**config.mk**
```make
export PLATFORM = sky130hd
export DESIGN_NAME = ika2151_dac_rx
export DESIGN_NICKNAME = d
export VERILOG_FILES = /design/src/rtl/ika2151_dac_pkg.sv /design/src/rtl/ika2151_fp_decode.sv /design/src/rtl/ika2151_dac_rx.sv
export SDC_FILE = /design/constraint.sdc
export NUM_CORES = 1
export LEC_CHECK = 0
export ABC_AREA = 1
export CORE_ASPECT_RATIO = 2
export CORE_MARGIN = 10
export CORE_UTILIZATION = 45
export CTS_CLUSTER_DIAMETER = 30
export DETAILED_ROUTE_END_ITERATION = 8
export HOLD_SLACK_MARGIN = 0.12
export PLACE_DENSITY = 0.71
export SLEW_MARGIN = 40
export SYNTH_ARGS = -nofsm -noshare
export SYNTH_HDL_FRONTEND = slang
export SYNTH_SLANG_ARGS = --single-unit
export TNS_END_PERCENT = 50
```
**constraint.sdc**
```tcl
create_clock -name i_EMUCLK -period 1.95 [get_ports i_EMUCLK]
set_input_delay 0.4875 -clock i_EMUCLK [delete_from_list [all_inputs] [get_ports i_EMUCLK]]
set_output_delay 0.4875 -clock i_EMUCLK [all_outputs]
set_load 0.01 [all_outputs]
```
**src/rtl/ika2151_dac_pkg.sv**
```systemverilog
// Shared frame geometry and sample type for the YM3012-style DAC receiver.
package ika2151_dac_pkg;

  localparam int FRAME_BITS = 16;
  localparam int MANT_LSB   = 3;
  localparam int MANT_W     = 10;
  localparam int EXP_LSB    = 13;
  localparam int EXP_W      = 3;
  localparam int SAMPLE_W   = 16;
  localparam int CNT_W      = 5;

  // Only exponent and mantissa are retained; the dummy LSBs shift straight through.
  localparam int SR_W       = FRAME_BITS - MANT_LSB;
  localparam int SR_EXP_LSB = EXP_LSB - MANT_LSB;

  typedef logic signed [SAMPLE_W-1:0] sample_t;

  function automatic sample_t mant_to_signed(input logic [MANT_W-1:0] m);
    logic [MANT_W-1:0] s;
    s = {~m[MANT_W-1], m[MANT_W-2:0]};
    return {{(SAMPLE_W-MANT_W){s[MANT_W-1]}}, s};
  endfunction

endpackage

```
**src/rtl/ika2151_fp_decode.sv**
```systemverilog
// Combinational 3-bit exponent / 10-bit offset-binary mantissa to signed 16-bit PCM.
// No saturation: worst case 512 << 6 lands exactly on -32768.
import ika2151_dac_pkg::*;

module ika2151_fp_decode #(
  parameter bit EXP0_AS_ZERO = 1'b1
) (
  input  logic [MANT_W-1:0]   i_mant,
  input  logic [EXP_W-1:0]    i_exp,
  output logic [SAMPLE_W-1:0] o_sample
);

  sample_t          w_ext;
  logic [EXP_W-1:0] w_shamt;

  assign w_ext   = mant_to_signed(i_mant);
  assign w_shamt = (i_exp == '0) ? '0 : i_exp - 3'd1;

  always_comb begin
    o_sample = '0;
    if (!(EXP0_AS_ZERO && (i_exp == '0))) begin
      o_sample = w_ext <<< w_shamt;
    end
  end

endmodule

```
**src/rtl/ika2151_dac_rx.sv**
```systemverilog
// Deserialises SO under SH1/SH2 windows and decodes each frame into o_L/o_R.
// Output and VALID update on the phi1 enable that sees the window fall; pulses last one EMUCLK.
import ika2151_dac_pkg::*;

module ika2151_dac_rx #(
  parameter bit EXP0_AS_ZERO    = 1'b1,
  parameter bit CHECK_FRAME_LEN = 1'b1
) (
  input  logic        i_EMUCLK,
  input  logic        i_MRST,
  input  logic        i_phi1_PCEN_n,
  input  logic        i_SO,
  input  logic        i_SH1,
  input  logic        i_SH2,
  output logic [15:0] o_L,
  output logic [15:0] o_R,
  output logic        o_L_VALID,
  output logic        o_R_VALID,
  output logic        o_FMT_ERR
);

  localparam logic [CNT_W-1:0] CNT_MAX   = '1;
  localparam logic [CNT_W-1:0] CNT_FRAME = CNT_W'(FRAME_BITS);

  logic [SR_W-1:0]     r_sr;
  logic [CNT_W-1:0]    r_cnt;
  logic                r_sh1_d;
  logic                r_sh2_d;
  logic [SAMPLE_W-1:0] r_l;
  logic [SAMPLE_W-1:0] r_r;
  logic                r_l_vld;
  logic                r_r_vld;
  logic                r_err;

  logic                w_en;
  logic                w_win;
  logic                w_fall1;
  logic                w_fall2;
  logic                w_len_ok;
  logic [SAMPLE_W-1:0] w_dec;

  assign w_en     = ~i_phi1_PCEN_n;
  assign w_win    = i_SH1 | i_SH2;
  assign w_fall1  = r_sh1_d & ~i_SH1;
  assign w_fall2  = r_sh2_d & ~i_SH2;
  assign w_len_ok = !CHECK_FRAME_LEN || (r_cnt == CNT_FRAME);

  // One decoder serves both channels: a legal frame only ever ends one window at a time.
  ika2151_fp_decode #(
    .EXP0_AS_ZERO(EXP0_AS_ZERO)
  ) u_decode (
    .i_mant  (r_sr[MANT_W-1:0]),
    .i_exp   (r_sr[SR_EXP_LSB +: EXP_W]),
    .o_sample(w_dec)
  );

  always_ff @(posedge i_EMUCLK) begin
    if (i_MRST) begin
      r_sr    <= '0;
      r_cnt   <= '0;
      r_sh1_d <= 1'b0;
      r_sh2_d <= 1'b0;
      r_l     <= '0;
      r_r     <= '0;
      r_l_vld <= 1'b0;
      r_r_vld <= 1'b0;
      r_err   <= 1'b0;
    end else begin
      r_l_vld <= 1'b0;
      r_r_vld <= 1'b0;
      r_err   <= 1'b0;
      if (w_en) begin
        r_sh1_d <= i_SH1;
        r_sh2_d <= i_SH2;
        if (w_win) begin
          r_sr <= {i_SO, r_sr[SR_W-1:1]};
          if (r_cnt != CNT_MAX) begin
            r_cnt <= r_cnt + 1'b1;
          end
        end
        // A bit shifted on the closing enable already belongs to the next window.
        if (w_fall1 | w_fall2) begin
          r_cnt <= {{(CNT_W-1){1'b0}}, w_win};
        end
        if (w_fall1 ^ w_fall2) begin
          if (!w_len_ok) begin
            r_err <= 1'b1;
          end else if (w_fall1) begin
            r_l     <= w_dec;
            r_l_vld <= 1'b1;
          end else begin
            r_r     <= w_dec;
            r_r_vld <= 1'b1;
          end
        end
        if ((w_fall1 & w_fall2) | (i_SH1 & i_SH2)) begin
          r_err <= 1'b1;
        end
      end
    end
  end

  assign o_L       = r_l;
  assign o_R       = r_r;
  assign o_L_VALID = r_l_vld;
  assign o_R_VALID = r_r_vld;
  assign o_FMT_ERR = r_err;

endmodule

```
After elaboration in Yosys (flattened, before gate mapping)
Index checks and enable logic that the tools add are counted.
W data, S select, Z words.
- add/sub/neg operators: 2
- eq/ne operators: 2
- shift operators: 1
- muxes and demuxes: 10
- bitwise operators: 15
- reductions and logical operators: 9
- operator list (kind ; number):
    $mux W16 ; 1
    $sshl A10 B3 Y16 ; 1
    $mux W5 ; 3
    $reduce_and A4 Y1 ; 2
    $not A1 Y1 ; 7
    $add A5 B1 Y5 const B ; 1
    $eq A5 B5 Y1 const B ; 1
    $mux W1 ; 5
    $ne A5 B5 Y1 const B ; 1
    $and A1 B1 Y1 ; 4
    $reduce_bool A2 Y1 ; 2
    $reduce_or A4 Y1 ; 1
    $logic_not A3 Y1 ; 1
    $mux W3 ; 1
    $or A1 B1 Y1 ; 3
    $reduce_and A3 Y1 ; 1
    $sub A3 B1 Y3 const B ; 1
    $reduce_and A2 Y1 ; 1
    $reduce_or A2 Y1 ; 1
    $xor A1 B1 Y1 ; 1
- register bits: 55
- input port bits: 6
- output and inout port bits: 35
- logic and storage cells: 48

Logic depth before layout (Yosys ltp)
Gate-level depths: netlist of run 1.
- depth after elaboration: 5
- depth in mapped cells: 12
- gate-level depth less buffers: 11

Cells and area by module
Synthesis of run 1 repeated with hierarchy kept, for this count alone.
- cell total of the unflattened synthesis: 455
- area, all modules: 2927.8 µm²
- by module, submodules not included (module ; instances ; cells each ; area an instance (µm²) ; seq. area each (µm²)):
    ika2151_dac_rx ; 1 ; 334 ; 2323.5 ; 1101.1
    ika2151_fp_decode ; 1 ; 121 ; 604.3 ; 0.0

Worst setup path before layout of run 1
Ideal clock, no wire load.
- kind: input port to flip-flop
- start point: input port i_SH1
- end point: register r_l[10], in the netlist o_L[10]
- setup time: 0.109 ns
- arrival time: 1.781 ns
- required time: 1.841 ns
- slack: 0.060 ns
- stages: 11
- path buffers: 1
- path through: inv_1 nand2_2 ha_1 inv_1 nor2_1 nand3_4 clkinv_2 buf_4 nand3_1 nand2_1 inv_1
- longest elaborated chain between the ends: 4
- ends and longest elaborated chain (what ; line ; text):
    start: declaration ; ika2151_dac_rx.sv:13 ; input logic i_SH1,
    $not A1 Y1 (*) ; ika2151_dac_rx.sv:44 ; assign w_fall1 = r_sh1_d & ~i_SH1;
    $and A1 B1 Y1 (*) ; ika2151_dac_rx.sv:44 ;
    $xor A1 B1 Y1 ; ika2151_dac_rx.sv:85 ; if (w_fall1 ^ w_fall2) begin
    $reduce_and A4 Y1 (no source line) (*) ; - ;
    end signal: assignment ; ika2151_dac_rx.sv:89 ; r_l <= w_dec;
    end: declaration ; ika2151_dac_rx.sv:29 ; logic [SAMPLE_W-1:0] r_l;
Mark *: on every way between the ends. The rest lies on a longest branch, timed or not.
A chain may end at the register's enable or synchronous reset.

Worst setup path in the final report of run 1
- start point: register r_sr[10]
- end point: register r_r[11], in the netlist o_R[11]
- longest elaborated chain between the ends: 4
- elaborated cells between the ends (all ways): 5
- those cells by class: 1 x add/sub; 1 x shift; 2 x mux; 1 x reduce/logical
- ends and longest elaborated chain (what ; line ; text):
    start: declaration ; ika2151_dac_rx.sv:25 ; logic [SR_W-1:0] r_sr;
    start signal: assignment ; ika2151_dac_rx.sv:76 ; r_sr <= {i_SO, r_sr[SR_W-1:1]};
    $sub A3 B1 Y3 or $logic_not A3 Y1 (tied branches) ; ika2151_fp_decode.sv:17, ika2151_fp_decode.sv:21 ;
    $mux W3 ; ika2151_fp_decode.sv:17 ; assign w_shamt = (i_exp == '0) ? '0 : i_exp - 3'd1;
    $sshl A10 B3 Y16 ; ika2151_fp_decode.sv:22 ; o_sample = w_ext <<< w_shamt;
    $mux W16 (*) ; ika2151_fp_decode.sv:21 ; if (!(EXP0_AS_ZERO && (i_exp == '0))) begin
    end signal: assignment ; ika2151_dac_rx.sv:92 ; r_r <= w_dec;
    end: declaration ; ika2151_dac_rx.sv:30 ; logic [SAMPLE_W-1:0] r_r;
Marks and branches as above.

==> results of run 1 <==
[cells in the mapped netlist, types with 2 or more instances]
cell type  number
nor2_2          3
nand3_4         2
buf_1           2
inv_1          52
dfxtp_1        55
buf_6           4
o21ai_0        17
nor2_1         49
clkbuf_1        5
nand3_1        41
nand2_1       120
ha_1            7
clkinv_2        2
buf_4           3
a21oi_1        37
clkinv_1        2
o21ai_1         3
nand2_2        10
[kinds of logic (layout without fill, tap and decap cells)]
logic type	count (synthesis)	after routing	share of synthesized area, %
AOI/OAI and AO/OA	58	58	10.7
adders and majority gates	7	7	3.12
buffers and inverters	72	131	11.2
DFF	55	55	39.2
and+or+nand+nor	230	230	35.8
[cell type report]
| cell class | count | share of cell area, % |
|---|---|---|
| Inverter | 57 | 6.36 |
| Clock buffer | 5 | 3.44 |
| Tap cell | 84 | 2.89 |
| Clock inverter | 3 | 0.688 |
| Timing Repair inverter | 1 | 0.241 |
| Timing Repair Buffer | 65 | 16.8 |
| Multi-Input combinational cell | 295 | 39.3 |
| Sequential cell | 55 | 30.3 |
[sequential cells by signal, indices dropped and copies added (netlist names)]
signal	count
o_L	16
r_sh2_d	1
r_cnt	5
r_sh1_d	1
o_R_VALID	1
r_sr	13
o_FMT_ERR	1
o_L_VALID	1
o_R	16
[per-layer routing]
layer  wire length [um]  GRT usage, %
met5                  0             0
met4                242          7.59
met3                232          2.79
met2               4170          27.9
met1               2760          15.0
[per-stage QoR]
stage / util (%) / setup WS, ps
5_1_grt: 60.1 / 67.1
6_report: 60.1 / 203
3_3_place_gp: 56.3 / -443
4_1_cts: 59.0 / 1.07
3_5_place_dp: 56.3 / -480
2_1_floorplan: - / 60.3
[cells in the final DEF, fill, tap and decap left out, drive strengths merged, types with 6 or more instances in the layout]
master,instances
nand2,131
clkinv,6
nand3,43
inv,54
a21oi,38
nor2,53
o21ai,20
dfxtp,55
buf,25
clkdlybuf4s50,38
ha,7
[timing repair]
item                       CTS  global route
hold endpoints to repair     0             0
buffers inserted             0             0
gates resized for setup      4            16
pin swaps                    0             2
hold buffers                 0             0
setup endpoints to repair   32            32
cloned                       0             2
[how the worst max path moves through the flow]
stage             start      end
6_report       r_sr[10]  o_R[11]
3_3_place_gp      i_SH1   o_R[3]
5_1_grt        r_sr[10]  o_R[11]
3_5_place_dp      i_SH2   o_R[3]
4_1_cts           i_SH2  o_L[14]
2_1_floorplan     i_SH1  o_L[10]
[power groups by stage]
stage	clock network, mW	logic, mW	registers [mW]
after floorplan	0	0.276	1.19
after global placement	0	0.400	1.19
after detailed placement	0	0.401	1.19
after CTS	0.927	0.405	1.17
after global routing	0.956	0.463	1.17
final	0.891	0.411	1.17
[worst register-to-register path, delay by kind of cell, from the launching register on]
family	cells	cell delay [ps]
buffers and inverters	2	90
flip-flops	1	330
adder cells (fa/ha/maj)	1	210
AND/OR/NAND/NOR	5	1060
==> metrics.md, run 1 <==
| Metric | Value |
|---|---|
| Fmax | around 0.57 GHz |
| DRC errors left | 0 |
| Multi-input logic area | 1430 sq um |
| RSZ-0062 raised after global routing | no |
| Post-DP HPWL | around 5.6 mm |
| Fillers | a little under 600 |
| Worst-path maximum fanout | 14 |
| Net Count, Synth | roughly 440 |
| Critical Path Stages | 8 |
| Worst Setup Start Kind | flop |
| Largest delay share family, worst path | simple AND/OR/NAND/NOR gates |
| Layout cells sized above 1 | approximately 14% |
| Sequential fraction of the synthesis area | just under 40% |
| Max-slew violation count | 0 |
| Root buffer cell | clkbuf_16 |
| Worst-Margin Slew | about 590 ps |
| Num ports | 41 |
| Full die area | 10000 sq um |
| Netlist cell types | 26 |
| Post-route insts no fill | roughly 570 |
| Hold_sp | o_L[1] |
| #FFs+latches synth | between 50 and 60 |
| TritonCTS Buffers | 5 |
| # setup viols final | 0 |
| Switching power | between 0.6 and 0.7 mW |
| Slew headroom | between 60% and 70% |
| Worst R2R Setup Slack | about 200 ps |
| IO buf count | 40 |
| Avg Cell Area, Syn | between 6 and 7 sq um |
| Largest net degree at the start of global routing | 29 |
| DRT iter0 DRCs | 171 |
| Main flop type after synthesis | dfxtp_1 |
| Worst EP arrival | slightly below 2000 ps |
| PwrDens | 679 nW/um^2 |
| Routed vias/inst | between 4 and 5 |
| Placed Cells | 555 |
| Clock Tree Buf Depth | 2 |
| Via count | approximately 2700 |
| Skew final | around 8.0 ps |
| Synth warn | 0 |
| Final net count | roughly 490 |
| Total power | around 2.5 mW |
| Skew-Pair Late Insertion Delay | about 300 ps |
| H-tree depth | 2 |
| Period utilisation layout | approximately 90% |
| Mapped Cells | 422 |
| Async SR Flop Fraction | 0% |
| Peak VDD IR | around 590 uV |
| Drt wl/cell | roughly 13 um |
| Post-synth EDFFs | 0 |
| Mapped cell area | 2810 sq um |
| Clock sinks | 55 |
| Die Y | 132 um |
| Initial core utilization | 46.4% |
| Grt ovf | 0 |
| Vias in the first global route | around 2600 |
| Critical Path Max Stage Delay | approximately 470 ps |
| Status | finished clean |
| CTS tree | yes |
| Syn-to-layout area delta | 29.4% |
| Final Hold Fails | 0 |
| Clock power frac | a little over a third |
| FF-to-FF End | o_R[11] |
| Die Wd | ~76 um |
| Top cell type by total area after synthesis | dfxtp_1 |
| Gpl congestion | 0.876 |
| Final instance area | roughly 3600 sq um |
| CP Cell Sequence | nor2_4 > inv_1 > ha_1 > nor2_2 > nand3_1 > nand3_1 > nand2_1 > inv_1 |
| WL final | ~7.4 mm |
| Row Count | 40 |
| Gate power share | between 10% and 20% |
| Routed Antenna Nets | 0 |
| Leak | 1.67 nW |
| Hold Slack | 471 ps |
| Clock transition at the registers of the reported paths | 70 ps |
| GRT Util Overall | between 15 and 20% |
| Reg area | approximately 1100 sq um |
| Required time worst endpoint | 2190 ps |
| Setup TNS | 0 ps |
| First-pass GRT wire length | ~12 mm |
| Seq pwr share | roughly 47% |
| Sw frac | 28.2% |
| Drt first pass iters | 4 |
| Crit-path slowest cell | nor2_2 |
| WHS Path Cells | 2 |
| N_diodes | 0 |
| Reg2reg start | r_sr[10] |
| WS Path Type | reg2reg |
| Core ar. | between 6000 and 7000 sq um |
| Setup crit end kind | flop |
| Placement-stage cell area | between 3000 and 4000 sq um |
| Initial antenna violation count | 0 |
| Area contributors post-synth | dfxtp_1, nand2_1, nand3_1, inv_1, a21oi_1 |
| Worst hold endpoint | o_L[1] |
| Worst hold path type | reg2reg |
| Final min period | around 1700 ps |
| Int Pwr | 1.77 mW |
| Post-synth top area share | 39.2% |
| R2r worst-path depth | 8 |
| Max Cap Viol | 0 |
| CP bufs+invs | 2 |
Note: power is estimated with default switching activity, not from simulation.
==> inputs of run 2 (changes only) <==
--- a/config.mk
+++ b/config.mk
@@ -12,7 +12,7 @@
 export CTS_CLUSTER_DIAMETER = 30
 export DETAILED_ROUTE_END_ITERATION = 8
 export HOLD_SLACK_MARGIN = 0.12
-export PLACE_DENSITY = 0.71
+export PLACE_DENSITY = 0.72
 export SLEW_MARGIN = 40
 export SYNTH_ARGS = -nofsm -noshare
 export SYNTH_HDL_FRONTEND = slang
==> run 2 against run 1 <==
Against the previous run: hold slack lost 0.94 ps; global-route usage grew 0.28 points; final cell count shrank 0.18%; critical path depth grew 4; wire length grew 0.30%; sequential share of layout area shrank 0.23 points; die area is the same; design area grew 0.76%; clock skew shrank 1.0 ps; first-iteration DRC count grew 14%.
==> metrics.md, run 2 (synthesis gave the netlist of run 1 again) <==
| Metric | Value |
|---|---|
| DRT iter0 DRCs | 195 (was 171) |
| Met1 Use GR | 16.4% (was 15.0%) |
| Gpl congestion | 0.893 (was 0.876) |
| Most frequent cells in the layout | nand2_1, dfxtp_1, inv_1 (unchanged) |
| Skew final | 7.00 ps (was 8.00 ps) |
| Fillers | 569 (was 591) |
| Grt ovf | 0 (unchanged) |
| First-pass GRT wire length | 12.4 mm (was 12.0 mm) |
| TritonCTS Buffers | 5 (unchanged) |
| Via count | 2780 (was 2747) |
| Worst-path maximum fanout | 11 (was 14) |
| Total power | 2.62 mW (was 2.47 mW) |
| Final Hold Fails | 0 (unchanged) |
| Largest net degree at the start of global routing | 29 (unchanged) |
| Final Util | 60.5% (was 60.1%) |
| Clock Tree Buf Depth | 2 (unchanged) |
| CTS tree | yes (unchanged) |
| Row Count | 40 (unchanged) |
| Max Cap Viol | 0 (unchanged) |
| PwrDens | 715 nW/um^2 (was 679 nW/um^2) |
| CP bufs+invs | 3 (was 2) |
| Leak | 1.68 nW (was 1.67 nW) |
| Met3 Use GR | 2.71% (was 2.79%) |
| WS Path Type | reg2reg (unchanged) |
| Fmax | 0.559 GHz (was 0.572 GHz) |
| # setup viols final | 0 (unchanged) |
| Peak VDD IR | 660 uV (was 594 uV) |
| Routed vias/inst | 4.93 (was 4.86) |
| DRC errors left | 0 (unchanged) |
| Placement-stage cell area | 3400 sq um (was 3410 sq um) |
| Slew headroom | 76.6% (was 60.6%) |
| Num ports | 41 (unchanged) |
| CP Cell Sequence | nor2_4 > ha_2 > inv_1 > nand2_1 > buf_12 > nand2_1 > nand2_1 > nand2_1 > nand3_1 > nand3_1 > nand2_1 > inv_1 (was nor2_4 > inv_1 > ha_1 > nor2_2 > nand3_1 > nand3_1 > nand2_1 > inv_1) |
| Drt wl/cell | 13.2 um (was 13.1 um) |
| Initial core utilization | 46.4% (unchanged) |
| Root buffer cell | clkbuf_16 (unchanged) |
| Drt first pass iters | 4 (unchanged) |
| Gr busiest metal | met2 (unchanged) |
| Syn-to-layout area delta | 30.4% (was 29.4%) |
| Clock sinks | 55 (unchanged) |
| Final min period | 1790 ps (was 1750 ps) |
| H-tree depth | 2 (unchanged) |
| Worst hold path type | reg2reg (unchanged) |
| Final net count | 492 (was 493) |
| Required time worst endpoint | 2150 ps (was 2190 ps) |
| Crit-path slowest cell | dfxtp_1 (was nor2_2) |
| Multi-input logic area | 1440 sq um (was 1430 sq um) |
| IO buf count | 40 (unchanged) |
| Most common cell after layout, fill and taps aside | nand2_1 (unchanged) |
| RSZ-0062 raised after global routing | no (unchanged) |
| Initial antenna violation count | 0 (unchanged) |
| Clock transition at the registers of the reported paths | 70 ps (about the same) |
| Full die area | 10000 sq um (unchanged) |
| Vias in the first global route | 2679 (was 2630) |
| Post-DP HPWL | 5.54 mm (was 5.63 mm) |
| Met2 GRT Util | 27.3% (was 27.9%) |
| Post-CTS Hold Buffers | 0 (unchanged) |
| Worst-Margin Slew | 350 ps (was 590 ps) |
| Layout cells sized above 1 | 14.4% (was 13.9%) |
| GRT Util Overall | 15.5% (was 15.2%) |
| Largest delay share family, worst path | simple AND/OR/NAND/NOR gates (unchanged) |
| Die Wd | 75.9 um (unchanged) |
| Worst EP arrival | 1990 ps (about the same) |
| Most frequent CP cell | nand2_1 |
| Die Y | 132 um (unchanged) |
| Reg area | 1100 sq um (unchanged) |
| N_diodes | 0 (unchanged) |
| Core ar. | 6060 sq um (unchanged) |
| WL final | 7.43 mm (was 7.41 mm) |
| Setup crit end kind | flop (unchanged) |
| Final instance area | 3660 sq um (was 3640 sq um) |
| Max-slew violation count | 0 (unchanged) |
| Status | finished clean (unchanged) |
| Placed Cells | 553 (was 555) |
| Period utilisation layout | 91.7% (was 89.6%) |
| Post-route insts no fill | 564 (was 565) |
| Skew-Pair Late Insertion Delay | 300 ps (about the same) |
| Routed Antenna Nets | 0 (unchanged) |
| Worst Setup Start Kind | flop (unchanged) |
| Critical Path Max Stage Delay | 360 ps (was 470 ps) |
-- run 2: cell type report --
type | instances | share of cell area (%)
tap | 84 | 2.87
clock buffer | 5 | 3.41
timing repair buffer | 64 | 16.5
inverter | 57 | 6.32
timing repair inverter | 1 | 0.239
sequential | 55 | 30.0
clock inverter | 3 | 1.30
multi-input combinational | 295 | 39.3
-- run 2: path summary, 6_finish.rpt --
check           start      end  slack (ps)  cells after the start
min            o_L[1]   o_L[1]         470                      2
max          r_sr[11]  o_R[11]         160                     12
max reg2reg  r_sr[11]  o_R[11]         160                     12
min reg2reg    o_L[1]   o_L[1]         470                      2
-- run 2: stage by stage --
step,setup TNS (ps),hold slack (ps),worst slack (ps)
3_3_place_gp,-12470,451,-427
2_1_floorplan,0,436,60.3
3_5_place_dp,-13460,455,-460
4_1_cts,0,466,16.0
5_1_grt,0,519,1.29
6_report,0,470,162
-- run 2: power breakdown --
part | switching [mW] | total, mW | internal, mW | leakage (nW)
registers | 0.0206 | 1.17 | 1.15 | 0.446
clock network | 0.426 | 1.04 | 0.613 | 0.0844
logic | 0.268 | 0.411 | 0.143 | 1.15
total | 0.714 | 2.62 | 1.90 | 1.68
-- run 2: worst register-to-register path, stage by stage (launching register included) --
cell	delay, ps
dfxtp_1	360
nor2_4	170
ha_2	280
inv_1	60
nand2_1	110
buf_12	140
nand2_1	50
nand2_1	90
nand2_1	70
nand3_1	140
nand3_1	120
nand2_1	80
inv_1	30
-- run 2: repair_timing --
item                                    in CTS  in global routing
buffers inserted                             0                  1
pin swaps                                    0                  3
gates resized for setup                      3                 21
endpoints found under the setup margin      32                 32
gates cloned                                 0                  2
-- run 2: per-layer routing --
metal | up-vias | routed length [um]
met2 | 65 | 4000
met3 | 23 | 277
met5 | - | 0
li1 | 1430 | -
met4 | 0 | 328
met1 | 1262 | 2820
==> inputs of run 3 (changes only) <==
--- a/config.mk
+++ b/config.mk
@@ -10,6 +10,7 @@
 export CORE_MARGIN = 10
 export CORE_UTILIZATION = 45
 export CTS_CLUSTER_DIAMETER = 30
+export CTS_CLUSTER_SIZE = 40
 export DETAILED_ROUTE_END_ITERATION = 8
 export HOLD_SLACK_MARGIN = 0.12
 export PLACE_DENSITY = 0.72
==> results of run 3 <==
The final DEF is identical to that of run 2; final timing and power are the same.
